**src/rtl/debounce_pkg.sv**
```systemverilog
// Shared types and constants for the push-button debouncer.
package debounce_pkg;

  typedef enum logic [1:0] {
    S_LOW,
    S_WAIT_HIGH,
    S_HIGH,
    S_WAIT_LOW
  } debounce_state_t;

  localparam int unsigned SYNC_STAGES       = 2;
  localparam int unsigned PRESS_COUNT_WIDTH = 8;

endpackage : debounce_pkg

```
**src/rtl/button_debouncer_if.sv**
```systemverilog
// Button-side signal bundle: raw level in, clean level and edge pulses out.
// Optional press_count field is present when BUTTON_DEBOUNCER_PRESS_COUNT_EN is defined.
interface button_debouncer_if
  import debounce_pkg::*;
();

  logic btn_in;
  logic debounced;
  logic rise_pulse;
  logic fall_pulse;
`ifdef BUTTON_DEBOUNCER_PRESS_COUNT_EN
  logic [PRESS_COUNT_WIDTH-1:0] press_count;
`endif

  // Debouncer side: consumes the raw level, produces the conditioned outputs.
  modport master (
    input  btn_in,
    output debounced,
    output rise_pulse,
`ifdef BUTTON_DEBOUNCER_PRESS_COUNT_EN
    output press_count,
`endif
    output fall_pulse
  );

  // Consumer side (button pad driver and downstream counters).
  modport slave (
    output btn_in,
    input  debounced,
    input  rise_pulse,
`ifdef BUTTON_DEBOUNCER_PRESS_COUNT_EN
    input  press_count,
`endif
    input  fall_pulse
  );

endinterface : button_debouncer_if

```
**src/rtl/debounce_timer.sv**
```systemverilog
// Stability timer: counts cycles while enabled, flags the last cycle of the window.
module debounce_timer #(
  parameter int unsigned CYCLES = 500000,
  parameter int unsigned WIDTH  = 19
) (
  input  logic clk,
  input  logic reset,
  input  logic clear,
  input  logic enable,
  output logic done
);

  logic [WIDTH-1:0] timer_q;
  logic [WIDTH-1:0] timer_d;

  always_comb begin
    timer_d = timer_q;
    if (clear) begin
      timer_d = '0;
    end else if (enable) begin
      timer_d = timer_q + WIDTH'(1);
    end
  end

  always_ff @(posedge clk) begin
    if (reset) begin
      timer_q <= '0;
    end else begin
      timer_q <= timer_d;
    end
  end

  assign done = (timer_q == WIDTH'(CYCLES - 1));

endmodule : debounce_timer

```
**src/rtl/button_debouncer.sv**
```systemverilog
// Synchronizes and debounces a raw button level; emits clean level plus rise/fall pulses.
// Define BUTTON_DEBOUNCER_PRESS_COUNT_EN to add a wrapping 8-bit press counter.
module button_debouncer
  import debounce_pkg::*;
#(
  parameter int unsigned DEBOUNCE_CYCLES = 500000,
  parameter int unsigned TIMER_WIDTH     = 19
) (
  input  logic               clk,
  input  logic               reset,
  button_debouncer_if.master bus
);

  logic [SYNC_STAGES-1:0] sync_q;
  logic                   btn_sync_c;

  debounce_state_t state_q;
  debounce_state_t state_d;
  logic            debounced_q;
  logic            debounced_d;
  logic            rise_q;
  logic            rise_d;
  logic            fall_q;
  logic            fall_d;

  logic timer_clear_c;
  logic timer_en_c;
  logic timer_done_c;

  // Two-flop synchronizer; only the last stage is visible to the FSM.
  always_ff @(posedge clk) begin
    if (reset) begin
      sync_q <= '0;
    end else begin
      sync_q <= {sync_q[SYNC_STAGES-2:0], bus.btn_in};
    end
  end

  assign btn_sync_c = sync_q[SYNC_STAGES-1];

  debounce_timer #(
    .CYCLES (DEBOUNCE_CYCLES),
    .WIDTH  (TIMER_WIDTH)
  ) u_timer (
    .clk    (clk),
    .reset  (reset),
    .clear  (timer_clear_c),
    .enable (timer_en_c),
    .done   (timer_done_c)
  );

  // Next-state and output logic; a reversal beats a coincident done.
  always_comb begin
    state_d       = state_q;
    debounced_d   = debounced_q;
    rise_d        = 1'b0;
    fall_d        = 1'b0;
    timer_en_c    = 1'b0;

    unique case (state_q)
      S_LOW: begin
        debounced_d = 1'b0;
        if (btn_sync_c) begin
          state_d = S_WAIT_HIGH;
        end
      end
      S_WAIT_HIGH: begin
        timer_en_c = 1'b1;
        if (!btn_sync_c) begin
          state_d = S_LOW;
        end else if (timer_done_c) begin
          state_d     = S_HIGH;
          debounced_d = 1'b1;
          rise_d      = 1'b1;
        end
      end
      S_HIGH: begin
        debounced_d = 1'b1;
        if (!btn_sync_c) begin
          state_d = S_WAIT_LOW;
        end
      end
      S_WAIT_LOW: begin
        timer_en_c = 1'b1;
        if (btn_sync_c) begin
          state_d = S_HIGH;
        end else if (timer_done_c) begin
          state_d     = S_LOW;
          debounced_d = 1'b0;
          fall_d      = 1'b1;
        end
      end
      default: begin
        state_d     = S_LOW;
        debounced_d = 1'b0;
      end
    endcase

    // Clear on entry into, and exit from, a wait window so the timer never wraps.
    timer_clear_c = !timer_en_c ||
                    !((state_d == S_WAIT_HIGH) || (state_d == S_WAIT_LOW));
  end

  always_ff @(posedge clk) begin
    if (reset) begin
      state_q     <= S_LOW;
      debounced_q <= 1'b0;
      rise_q      <= 1'b0;
      fall_q      <= 1'b0;
    end else begin
      state_q     <= state_d;
      debounced_q <= debounced_d;
      rise_q      <= rise_d;
      fall_q      <= fall_d;
    end
  end

  assign bus.debounced  = debounced_q;
  assign bus.rise_pulse = rise_q;
  assign bus.fall_pulse = fall_q;

`ifdef BUTTON_DEBOUNCER_PRESS_COUNT_EN
  logic [PRESS_COUNT_WIDTH-1:0] press_count_q;

  // Counts accepted presses; wraps silently.
  always_ff @(posedge clk) begin
    if (reset) begin
      press_count_q <= '0;
    end else if (rise_d) begin
      press_count_q <= press_count_q + PRESS_COUNT_WIDTH'(1);
    end
  end

  assign bus.press_count = press_count_q;
`endif

endmodule : button_debouncer

```
**src/flat_wrapper.sv**
```systemverilog
// flat-port wrapper written by rule: the top's interface ports become plain ports
module button_debouncer_flat import debounce_pkg::*;
#(
  parameter int unsigned DEBOUNCE_CYCLES = 500000,
  parameter int unsigned TIMER_WIDTH     = 19
)
  (clk, reset, bus_btn_in, bus_debounced, bus_rise_pulse, bus_fall_pulse);
  button_debouncer_if bus_i ();
  input  logic clk;
  input  logic reset;
  input wire logic [$bits(bus_i.btn_in)-1:0] bus_btn_in;
  output wire logic [$bits(bus_i.debounced)-1:0] bus_debounced;
  output wire logic [$bits(bus_i.rise_pulse)-1:0] bus_rise_pulse;
  output wire logic [$bits(bus_i.fall_pulse)-1:0] bus_fall_pulse;
  assign bus_i.btn_in = bus_btn_in;
  assign bus_debounced = bus_i.debounced;
  assign bus_rise_pulse = bus_i.rise_pulse;
  assign bus_fall_pulse = bus_i.fall_pulse;
  button_debouncer #(.DEBOUNCE_CYCLES(DEBOUNCE_CYCLES), .TIMER_WIDTH(TIMER_WIDTH)) u_core (.clk(clk), .reset(reset), .bus(bus_i));
endmodule
```
**config.mk**
```make
export PLATFORM = sky130hd
export DESIGN_NAME = button_debouncer_flat
export DESIGN_NICKNAME = d
export VERILOG_FILES = /design/src/rtl/debounce_pkg.sv /design/src/rtl/button_debouncer_if.sv /design/src/rtl/debounce_timer.sv /design/src/rtl/button_debouncer.sv /design/src/flat_wrapper.sv
export SDC_FILE = /design/constraint.sdc
export NUM_CORES = 1
export LEC_CHECK = 0
export ABC_AREA = 1
export CORE_ASPECT_RATIO = 0.8
export CORE_UTILIZATION = 42
export CTS_CLUSTER_SIZE = 30
export DETAILED_ROUTE_END_ITERATION = 12
export MAX_ROUTING_LAYER = met4
export PLACE_DENSITY = 0.62
export SYNTH_ARGS = -nofsm -noshare
export SYNTH_HDL_FRONTEND = slang
export SYNTH_SLANG_ARGS = --single-unit
```
**constraint.sdc**
```tcl
create_clock -name clk -period 5 [get_ports clk]
set_clock_uncertainty 0.2 [all_clocks]
set_input_delay 0.5 -clock clk [delete_from_list [all_inputs] [get_ports clk]]
set_output_delay 0.5 -clock clk [all_outputs]
set_load 0.05 [all_outputs]
```
; Word-level counts from Yosys, hierarchy flattened
; Index checks and enable logic that the tools add are counted.
[totals]
regBits = 26
output_inout_bits = 3
wordCells = 44
[op_classes]
add_sub_neg = 1
n_eq_ne = 10
mux = 14
n_bitwise = 3
reduce_logical = 10
[op_table]
columns = operator, n
row1 = adder 19 x 1 -> 19 bit (second input constant), 1
row2 = equality test 19 bit (second input constant), 1
row3 = 2-to-1 mux 2 bit, 6
row4 = case mux 2 bit (4 select lines), 1
row5 = equality test 2 bit (second input constant), 3
row6 = 2-to-1 mux 1 bit, 6
row7 = inequality test 2 x 1 -> 1 bit (second input constant), 3
row8 = OR reduction 3 bit, 2
row9 = equality test 2 x 1 -> 1 bit (second input constant), 2
row10 = case mux 1 bit (4 select lines), 1
row11 = AND reduction 4 bit, 1
row12 = OR reduction 2 bit, 2
row13 = NOT 1 bit, 3
row14 = logical NOT 1 bit, 2
row15 = logical NOT 2 bit, 1
row16 = logical OR 1 bit, 2
row17 = inequality test 2 bit (second input constant), 1

; Longest topological paths before layout
; Gate-level depths: netlist of run 1.
[depth]
word_depth = 9
mapped_depth = 11
mapped_depth_nobuf = 11

; Modules after synthesis
; From an unflattened synthesis of run 1, not the netlist that was laid out.
[unflattened]
cells_unflattened = 213
area_unflattened_um2 = 1413.9
[modules_own_cells]
columns = mod, n_inst, cells_each, area_per_inst_um2, seq_area_each_um2
row1 = debounce_timer, 1, 163, 1052.3, 380.4
row2 = button_debouncer, 1, 50, 361.6, 140.1

; Worst setup path after synthesis of run 1
; Ideal clock, no wire load.
[synth_timing]
path_kind = reg-to-reg
start = reg u_core.u_timer.timer_q[0]
end = reg u_core.u_timer.timer_q[18]
setup_ps = 115
arrival_ps = 1425
setup_slack_ps = 3260
path_stages_with_launch = 11
path_buffers = 0
synth_period_minus_slack_ps = 1740
path_cell_list = dfxtp_1 -> ha_1 -> nand3_2 -> nor2_4 -> nand2_4 -> nor3_4 -> nand3_2 -> o21ai_0 -> nand2_1 -> inv_1 -> nor2_1
[synth_between]
elab_chain_len = 9
[synth_lines]
columns = item, line
row1 = start: declaration, debounce_timer.sv:13  ; logic [WIDTH-1:0] timer_q;
row2 = start signal: assignment, debounce_timer.sv:29  ; timer_q <= timer_d;
row3 = equality test 19 bit, debounce_timer.sv:33  ; assign done = (timer_q == WIDTH'(CYCLES - 1));
row4 = 2-to-1 mux 2 bit (on tied branches), "button_debouncer.sv:87, button_debouncer.sv:71"
row5 = 2-to-1 mux 2 bit (on tied branches), "button_debouncer.sv:85, button_debouncer.sv:69"
row6 = case mux 2 bit (4 select lines), button_debouncer.sv:60  ; unique case (state_q)
row7 = equality test 2 x 1 -> 1 bit or equality test 2 bit (tied branches), button_debouncer.sv:101  ; !((state_d == S_WAIT_HIGH) || (state_d == S_WAIT_LOW));
row8 = logical OR 1 bit, button_debouncer.sv:101
row9 = logical NOT 1 bit, button_debouncer.sv:101
row10 = logical OR 1 bit, button_debouncer.sv:100  ; timer_clear_c = !timer_en_c ||
row11 = OR reduction 2 bit (no source line), --
; Parallel ways exist; a longest one is shown, timed or not.
; A chain may end at the register's enable or synchronous reset.

; Worst setup path after layout of run 1
[layout_timing]
start = reg u_core.debounced_q (netlist: u_core.bus.debounced)
end = out bus_debounced
[layout_lines]
columns = item, line
row1 = start: declaration, button_debouncer.sv:19  ; logic debounced_q;
row2 = start signal: assignment, button_debouncer.sv:112  ; debounced_q <= debounced_d;
row3 = end: declaration, flat_wrapper.sv:12  ; output wire logic [$bits(bus_i.debounced)-1:0] bus_debounced;
; No word-level cell between the ends.

==> results.sh, run 1 <==
export IMPL_netlist_area_leader_share=0.379
export IMPL_grt_busiest_layer="met2"
export IMPL_fillers=304
export IMPL_p_per_area_mw_per_mm2=270
export IMPL_drtPass1Iterations=4
export IMPL_tightestPinTransition_ns=0.489
export IMPL_row_count=18
export IMPL_cts_reportedPaths_clkPinSlew_ns=0.09
export IMPL_buffer_ports_inserted=5
export IMPL_status="finished, final reports clean"
export IMPL_final_layout_size_suffix_gt1_frac=0.0984
export IMPL_timing_final_hold_violations=0
export IMPL_layout_area_overhead_vs_synth_pct=11.7
export IMPL_timing_critical_path_fanout_max=2
export IMPL_cts_hold_repair_buffers=0
export IMPL_worst_skew_pair_late_latency_ns=0.27
export IMPL_layout_cells_most_common_list="inv_1, nor2_1, nand2_1"
export IMPL_grt_pass1_wl_mm=4.17
export IMPL_startpoint_type="flop"
export IMPL_via_count=1099
export IMPL_detail_route_wl_per_cell_um=10.3
export IMPL_hold_path_class="reg -> reg"
export IMPL_utilization=0.493
export IMPL_cts_bufs_inserted=3
export IMPL_route_antenna_remaining_nets=0
export IMPL_place_congestion=0.895
export IMPL_finish_net_count=202
export IMPL_wire_length_reported_by_the_detailed_router_mm=2.41
export IMPL_n_antenna_cell=0
export IMPL_post_route_worst_setup_slack_ns=2.85
export IMPL_max_freq_ghz=0.466
export IMPL_core_area_mm2=0.00311
export IMPL_number_of_post_cts_setup_repair_buffers=0
export IMPL_ir_worst_vdd_mv=0.179
export IMPL_period_utilization_post_route=0.429
export IMPL_antenna_found_initial=0
export IMPL_syn_mean_instance_area_um2=7.42
export IMPL_fp_dieH_um=53.1
export IMPL_grt_util_met3=0.0453
export IMPL_synth_lib_cells_used_distinct=23
export IMPL_synth_seq_cells=26
export IMPL_crit_type="reg -> out"
export IMPL_yosysSeqAreaShare=0.379
export IMPL_post_synthesis_net_count=193
export IMPL_grt_start_max_net_pins=20
export IMPL_cts_repair_resized=0
export IMPL_clock_tree_htree_level_count=1
export IMPL_floorplan_initialDensity=0.442
export IMPL_grt_met1_usage=0.196
export IMPL_rsz0062_at_grt="false"
export IMPL_maxCapViolCount=0
export IMPL_worst_path_max_delay_cell="clkdlybuf4s50_1"
export IMPL_cts_root_buffer_cell="clkbuf_8"
export IMPL_dp_worst_setup_slack_ns=3.03
export IMPL_critical_path_max_stage_delay_ns=0.81
export IMPL_final_max_slew_violation_count=0
export IMPL_worst_endpoint_required_ns=4.30
export IMPL_totalNegativeSetupSlack_ns=0
export IMPL_path_delay_family="buffers and inverters"
export IMPL_violation_count_after_the_first_detailed_route_iteration=61
export IMPL_synth_largest_area_cell="dfxtp_1"
export IMPL_ys_warnings_count=0
export IMPL_post_drt_via_cell_ratio=4.72
export IMPL_max_slew_margin_rel=0.673
export IMPL_total_leakage_power_uw=0.000599
export IMPL_clock_sinks=26
export IMPL_io_pins=6
export IMPL_setup_viol=0
export IMPL_worstSetupEndpointType="output port"
export IMPL_synth_cell_area_mm2=0.00137
export IMPL_crit_arrival_ns=1.45
export IMPL_number_of_global_route_vias_before_repair=987
export IMPL_die_area_mm2=0.00350
export IMPL_drc_errors=0
export IMPL_clock_path_buffers=2
export IMPL_aggregate_global_route_resource_usage=0.166
export IMPL_syn_instance_count=185
export IMPL_met2_usage=0.279
export IMPL_tritoncts="built"
export IMPL_layout_min_cycle_time_ns=2.15
export IMPL_grt_overflow=0
export IMPL_path_buf_inv=1
export IMPL_crit_path_cell_trace="clkdlybuf4s50_1"
export IMPL_netlist_top_cells_area="dfxtp_1, inv_1, nor2_1"
export IMPL_fp_dieW_um=65.9
export IMPL_hpwl_mm=1.93
## sequential cells by signal (all words and copies together) (netlist names)
register                cells
u_core.u_timer.timer_q     19
u_core.state_q              2
u_core.sync_q               2
u_core.bus.debounced        1
u_core.bus.fall_pulse       1
u_core.bus.rise_pulse       1
## worst min-delay path, stage by stage, from the launching register on
cell and delay [ns]:
dfxtp_1 0.30, inv_1 0.04, nor2_1 0.03
## cell type report
cell class,instances,area (µm²),share of cell area
clock buffer,3,41.3,0.0269
clock inverter,1,30.0,0.0196
inverter,36,135,0.0882
multi-input combinational,122,706,0.460
sequential,26,520,0.340
tap,40,50.0,0.0327
timing repair buffer,5,50.0,0.0327
## report_power, final
| group | internal [µW] | leakage, µW | switching (µW) |
|---|---|---|---|
| Clock | 107 | 0.0000357 | 66.7 |
| Sequential | 210 | 0.000210 | 3.47 |
| Combinational | 9.51 | 0.000353 | 16.7 |
| Total | 327 | 0.000599 | 86.9 |
## worst paths after layout
path                                  start                    endpoint  slack (ns)  cells past startpoint
setup / recovery       u_core.bus.debounced               bus_debounced        2.85                      1
hold / removal             u_core.sync_q[0]            u_core.sync_q[1]        0.21                      2
setup reg to reg  u_core.u_timer.timer_q[0]  u_core.u_timer.timer_q[18]        3.05                     10
hold reg to reg            u_core.sync_q[0]            u_core.sync_q[1]        0.21                      2
## through the flow
stage          cell area [µm²]  hold slack [ns]  total power (µW)  std cells
2_1_floorplan             1370            0.188               237        185
3_3_place_gp              1460            0.195               244        229
3_5_place_dp              1460            0.198               244        229
4_1_cts                   1530            0.212               421        233
5_1_grt                   1530            0.237               429        233
6_report                  1530            0.209               414        233
## layer usage
layer / up-vias / part of all wire
li1: 583 / -
met1: 492 / 0.48
met2: 21 / 0.47
met3: 3 / 0.043
met4: 0 / 0.0079
met5: - / 0
## cell usage after synthesis
master / number
a21oi_1: 2
a31oi_1: 1
buf_6: 1
dfxtp_1: 26
ha_1: 5
inv_1: 36
nand2_1: 29
nand2_2: 1
nand2_4: 1
nand3_1: 9
nand3_2: 5
nand3_4: 1
nand4_1: 3
nor2_1: 36
nor2_2: 1
nor2_4: 3
nor3_1: 1
nor3_4: 1
nor4_2: 1
o21ai_0: 8
or2_2: 1
xnor2_1: 4
xor2_1: 9
## cells by family after synthesis
kind of cell,count (synthesis),synth area share
and+or+nand+nor,93,0.345
xor gates and xnor gates,13,0.0830
DFF,26,0.379
AOI/OAI and AO/OA,11,0.0410
buffers and inverters,37,0.107
adders and majority gates,5,0.0456
No activity file was read; power rests on OpenSTA's default activity.
==> run 2, diff against run 1 <==
==> constraint.sdc (replaced) <==
create_clock -name clk -period 2.25 [get_ports clk]
set_clock_uncertainty 0.2 [all_clocks]
set_input_delay 0.225 -clock clk [delete_from_list [all_inputs] [get_ports clk]]
set_output_delay 0.225 -clock clk [all_outputs]
set_load 0.05 [all_outputs]
==> results.sh, run 2 (synthesis gave the netlist of run 1 again) <==
export IMPL_reg2reg_setup_slack_ns=0.37
export IMPL_period_utilization_post_route=0.834
export IMPL_status="finished, final reports clean"
export IMPL_cts_bufs_inserted=3
export IMPL_maxCapViolCount=0
export IMPL_via_count=1053
export IMPL_top_regs="u_core.u_timer.timer_q: 19 flops, u_core.state_q: 2 flops, u_core.sync_q: 2 flops"
export IMPL_crit_type="reg -> reg"
export IMPL_post_place_cells=229
export IMPL_drc_errors=0
export IMPL_totalNegativeSetupSlack_ns=0
export IMPL_switchingPower_uw=195
export IMPL_final_max_slew_violation_count=0
export IMPL_clock_path_buffers=2
export IMPL_sw_frac_of_total=0.211
export IMPL_detail_route_wl_per_cell_um=9.76
export IMPL_layout_cells_most_common_list="inv_1, nor2_1, nand2_1"
export IMPL_place_congestion=0.814
export IMPL_timing_critical_path_fanout_max=4
export IMPL_worst_path_depth=10
export IMPL_grt_overflow=0
export IMPL_crit_path_cell_trace="ha_1 -> nand3_2 -> nor2_4 -> nand2_4 -> nor3_4 -> nand3_2 -> o21ai_0 -> nand2_1 -> inv_1 -> nor2_1"
export IMPL_cts_repair_resized=0
export IMPL_die_area_mm2=0.00350
export IMPL_total_leakage_power_uw=0.000599
export IMPL_worst_skew_pair_late_latency_ns=0.27
export IMPL_setup_worst_path_start="u_core.u_timer.timer_q[0]"
export IMPL_core_area_mm2=0.00311
export IMPL_path_delay_family="simple AND/OR/NAND/NOR gates"
export IMPL_place_area_mm2=0.00146
export IMPL_path_buf_inv=1
export IMPL_timing_final_hold_violations=0
export IMPL_grt_pass1_wl_mm=4.06
export IMPL_instances_no_fill=233
export IMPL_tightestPinTransition_ns=0.507
export IMPL_registers_top_by_ff_count="u_core.u_timer.timer_q"
export IMPL_floorplan_initialDensity=0.442
export IMPL_route_antenna_remaining_nets=0
export IMPL_number_of_global_route_vias_before_repair=936
export IMPL_clock_tree_htree_level_count=1
export IMPL_startpoint_type="flop"
export IMPL_final_layout_size_suffix_gt1_frac=0.0984
export IMPL_combinationalPowerShare=0.062
export IMPL_number_of_post_cts_setup_repair_buffers=0
export IMPL_tritoncts="built"
export IMPL_layout_min_cycle_time_ns=1.88
export IMPL_buffer_ports_inserted=5
export IMPL_io_pins=6
export IMPL_hpwl_mm=1.77
export IMPL_antenna_found_initial=0
export IMPL_worst_path_max_delay_cell="dfxtp_1"
export IMPL_rr_endpoint="u_core.u_timer.timer_q[18]"
export IMPL_dp_worst_setup_slack_ns=0.361
export IMPL_r2r_start="u_core.u_timer.timer_q[0]"
export IMPL_worstSetupEndpoint="u_core.u_timer.timer_q[18]"
export IMPL_grt_start_max_net_pins=20
export IMPL_largest_register_ffs=19
export IMPL_cts_root_buffer_cell="clkbuf_8"
export IMPL_worstSetupEndpointType="flop"
export IMPL_p_per_area_mw_per_mm2=601
export IMPL_fp_dieW_um=65.9
export IMPL_drtPass1Iterations=4
export IMPL_stdcell_area_mm2=0.00153
export IMPL_post_drt_via_cell_ratio=4.52
export IMPL_worstRegToRegCells=10
export IMPL_critical_path_most_common_cell="nand3_2"
export IMPL_ir_worst_vdd_mv=0.377
export IMPL_clkPwrFrac=0.423
export IMPL_wire_length_reported_by_the_detailed_router_mm=2.27
export IMPL_hold_path_class="reg -> reg"
export IMPL_share_seq_of_total_power=0.515
export IMPL_cts_reportedPaths_clkPinSlew_ns=0.09
export IMPL_row_count=18
export IMPL_power_report_internal_total_uw=726
export IMPL_critical_path_max_stage_delay_ns=0.38
export IMPL_cts_hold_repair_buffers=0
export IMPL_clock_sinks=26
export IMPL_rsz0062_at_grt="false"
export IMPL_aggregate_global_route_resource_usage=0.159
export IMPL_setup_viol=0
export IMPL_finish_net_count=202
export IMPL_post_route_worst_setup_slack_ns=0.374
export IMPL_n_antenna_cell=0
export IMPL_layout_area_overhead_vs_synth_pct=11.7
export IMPL_crit_arrival_ns=1.84
export IMPL_fp_dieH_um=53.1
export IMPL_max_freq_ghz=0.533
export IMPL_max_slew_margin_rel=0.661
export IMPL_violation_count_after_the_first_detailed_route_iteration=50
export IMPL_worst_endpoint_required_ns=2.22
-- run 2: worst min-delay path by stage --
stage / start / endpoint / slack (ns) / cells after the start
floorplan: reset / u_core.bus.debounced / 0.09 / 1
global placement: u_core.sync_q[0] / u_core.sync_q[1] / 0.20 / 2
detailed placement: u_core.sync_q[0] / u_core.sync_q[1] / 0.19 / 2
CTS: u_core.sync_q[0] / u_core.sync_q[1] / 0.21 / 2
global route: u_core.sync_q[0] / u_core.sync_q[1] / 0.24 / 2
finish: u_core.sync_q[0] / u_core.sync_q[1] / 0.21 / 2
-- run 2: worst register-to-register path, stage by stage, from the launching register on --
cell and delay (ns):
dfxtp_1 0.38, ha_1 0.21, nand3_2 0.12, nor2_4 0.16
nand2_4 0.08, nor3_4 0.18, nand3_2 0.13, o21ai_0 0.16
nand2_1 0.06, inv_1 0.05, nor2_1 0.04
-- run 2: area by class of cell --
cell class | count | area [µm²]
clock inverter | 1 | 30.0
sequential | 26 | 520
fill | 296 | 1580
tap | 40 | 50.0
inverter | 36 | 135
multi-input combinational | 122 | 706
timing repair buffer | 5 | 50.0
clock buffer | 3 | 41.3
-- run 2: layer usage --
layer / track usage / up-vias / wire (µm)
li1: - / 575 / -
met1: 0.216 / 465 / 1270
met2: 0.233 / 11 / 926
met3: 0.0517 / 2 / 72
met4: 0.0217 / 0 / 7
met5: - / - / 0
-- run 2: power by group through the flow --
stage / Sequential [µW] / Combinational, µW / Clock, µW
after floorplan: 489 / 38.3 / 0
after global placement: 484 / 56.9 / 0
after detailed placement: 485 / 57.9 / 0
after CTS: 474 / 58.0 / 398
after global routing: 476 / 65.2 / 415
final: 474 / 57.3 / 389
-- run 2: metrics by stage --
stage / hold WS [ns] / power, µW / util
final: 0.208 / 921 / 0.493
after detailed placement: 0.194 / 543 / 0.470
after global routing: 0.240 / 956 / 0.493
after CTS: 0.208 / 931 / 0.493
after global placement: 0.196 / 541 / 0.470
after floorplan: 0.0941 / 527 / -
==> run 3, diff against run 2 <==
==> constraint.sdc (replaced) <==
create_clock -name clk -period 1.95 [get_ports clk]
set_clock_uncertainty 0.2 [all_clocks]
set_input_delay 0.195 -clock clk [delete_from_list [all_inputs] [get_ports clk]]
set_output_delay 0.195 -clock clk [all_outputs]
set_load 0.05 [all_outputs]
==> results.sh, run 3 (synthesis gave the netlist of run 1 again) <==
export IMPL_largest_register_ffs=19
export IMPL_layout_min_cycle_time_ns=1.82
export IMPL_timing_critical_path_fanout_max=2
export IMPL_registers_top_by_ff_count="u_core.u_timer.timer_q"
export IMPL_tightestPinTransition_ns=0.489
export IMPL_worstSetupEndpoint="bus_debounced"
export IMPL_maxCapViolCount=0
export IMPL_startpoint_type="flop"
export IMPL_crit_type="reg -> out"
export IMPL_path_delay_family="buffers and inverters"
export IMPL_cts_bufs_inserted=3
export IMPL_fin_hold_ws_ns=0.211
export IMPL_max_slew_margin_rel=0.673
export IMPL_period_utilization_post_route=0.935
export IMPL_row_count=18
export IMPL_place_congestion=0.814
export IMPL_wire_length_reported_by_the_detailed_router_mm=2.37
export IMPL_detail_route_wl_per_cell_um=10.1
export IMPL_hold_path_class="reg -> reg"
export IMPL_crit_path_cell_trace="clkdlybuf4s50_1"
export IMPL_reg2reg_setup_slack_ns=0.13
export IMPL_ir_worst_vdd_mv=0.468
export IMPL_top_regs="u_core.u_timer.timer_q: 19 flops, u_core.state_q: 2 flops, u_core.sync_q: 2 flops"
export IMPL_final_layout_size_suffix_gt1_frac=0.124
export IMPL_clock_path_buffers=2
export IMPL_timing_final_hold_violations=0
export IMPL_clock_sinks=26
export IMPL_die_area_mm2=0.00350
export IMPL_worst_path_depth=1
export IMPL_fp_dieH_um=53.1
export IMPL_n_antenna_cell=0
export IMPL_drtPass1Iterations=4
export IMPL_worstSetupEndpointType="output port"
export IMPL_post_route_worst_setup_slack_ns=0.127
export IMPL_grt_overflow=0
export IMPL_post_drt_via_cell_ratio=4.58
export IMPL_status="finished, final reports clean"
export IMPL_finish_net_count=203
export IMPL_via_count=1072
export IMPL_cts_reportedPaths_clkPinSlew_ns=0.09
export IMPL_setup_viol=0
export IMPL_r2r_start="u_core.u_timer.timer_q[0]"
export IMPL_floorplan_initialDensity=0.442
export IMPL_rsz0062_at_grt="false"
export IMPL_total_leakage_power_uw=0.000603
export IMPL_core_area_mm2=0.00311
export IMPL_io_pins=6
export IMPL_worst_skew_pair_late_latency_ns=0.27
export IMPL_hold_path_depth=2
export IMPL_rr_endpoint="u_core.u_timer.timer_q[18]"
export IMPL_hpwl_mm=1.80
export IMPL_buffer_ports_inserted=5
export IMPL_number_of_global_route_vias_before_repair=955
export IMPL_critical_path_max_stage_delay_ns=0.80
export IMPL_path_buf_inv=1
export IMPL_violation_count_after_the_first_detailed_route_iteration=54
export IMPL_final_max_slew_violation_count=0
export IMPL_worst_path_max_delay_cell="clkdlybuf4s50_1"
export IMPL_worstRegToRegCells=11
export IMPL_dp_worst_setup_slack_ns=0.0655
export IMPL_utilization=0.504
export IMPL_grt_pass1_wl_mm=4.20
export IMPL_cts_root_buffer_cell="clkbuf_8"
export IMPL_antenna_found_initial=0
export IMPL_clock_tree_htree_level_count=1
export IMPL_setup_worst_path_start="u_core.bus.debounced"
export IMPL_drc_errors=0
export IMPL_totalNegativeSetupSlack_ns=0
export IMPL_crit_arrival_ns=1.43
export IMPL_aggregate_global_route_resource_usage=0.166
export IMPL_tritoncts="built"
export IMPL_layout_area_overhead_vs_synth_pct=14.1
export IMPL_grt_start_max_net_pins=20
export IMPL_max_freq_ghz=0.549
export IMPL_layout_cells_most_common_list="inv_1, nor2_1, nand2_1"
export IMPL_fp_dieW_um=65.9
export IMPL_p_per_area_mw_per_mm2=679
export IMPL_worst_endpoint_required_ns=1.55
export IMPL_route_antenna_remaining_nets=0
-- run 3: power by group --
part,internal (µW),switching [µW],leakage [µW]
registers,539,9.50,0.000212
logic,24.9,42.7,0.000356
clock network,275,173,0.0000357
total,838,226,0.000603
-- run 3: area by class of cell --
| cell class | count | area, µm² |
|---|---|---|
| inverter | 36 | 135 |
| clock inverter | 1 | 30.0 |
| timing repair buffer | 6 | 57.6 |
| sequential | 26 | 527 |
| fill | 297 | 1540 |
| tap | 40 | 50.0 |
| multi-input combinational | 122 | 726 |
| clock buffer | 3 | 41.3 |
-- run 3: routing by layer --
layer / GRT usage / vias up / wire length, µm / part of all wire
met4: 0.0580 / 0 / 19 / 0.0080
li1: - / 579 / - / -
met1: 0.223 / 472 / 1290 / 0.54
met5: - / - / 0 / 0
met3: 0.0517 / 2 / 104 / 0.044
met2: 0.231 / 19 / 958 / 0.40
-- run 3: per-stage QoR --
| stage | power (µW) | cell area (µm²) | std cells |
|---|---|---|---|
| after global placement | 625 | 1460 | 229 |
| after global routing | 1110 | 1570 | 234 |
| after floorplan | 608 | 1370 | 185 |
| after detailed placement | 627 | 1460 | 229 |
| after CTS | 1070 | 1530 | 233 |
| final | 1060 | 1570 | 234 |
-- run 3: worst min path at each step --
stage / from / end / slack [ns]
2_1_floorplan: reset / u_core.bus.debounced / 0.06
3_3_place_gp: u_core.sync_q[0] / u_core.sync_q[1] / 0.20
3_5_place_dp: u_core.sync_q[0] / u_core.sync_q[1] / 0.19
4_1_cts: u_core.sync_q[0] / u_core.sync_q[1] / 0.21
5_1_grt: u_core.sync_q[0] / u_core.sync_q[1] / 0.24
6_report: u_core.sync_q[0] / u_core.sync_q[1] / 0.21
-- run 3: worst min-delay path, stage by stage, from the launching register on --
cell and delay (ns):
dfxtp_1 0.31, inv_1 0.04, nor2_1 0.03
-- run 3: repair_timing --
item,4_1_cts,5_1_grt
buffers inserted,0,1
setup endpoints to repair,0,4
gates resized for setup,0,8
hold buffers,0,0
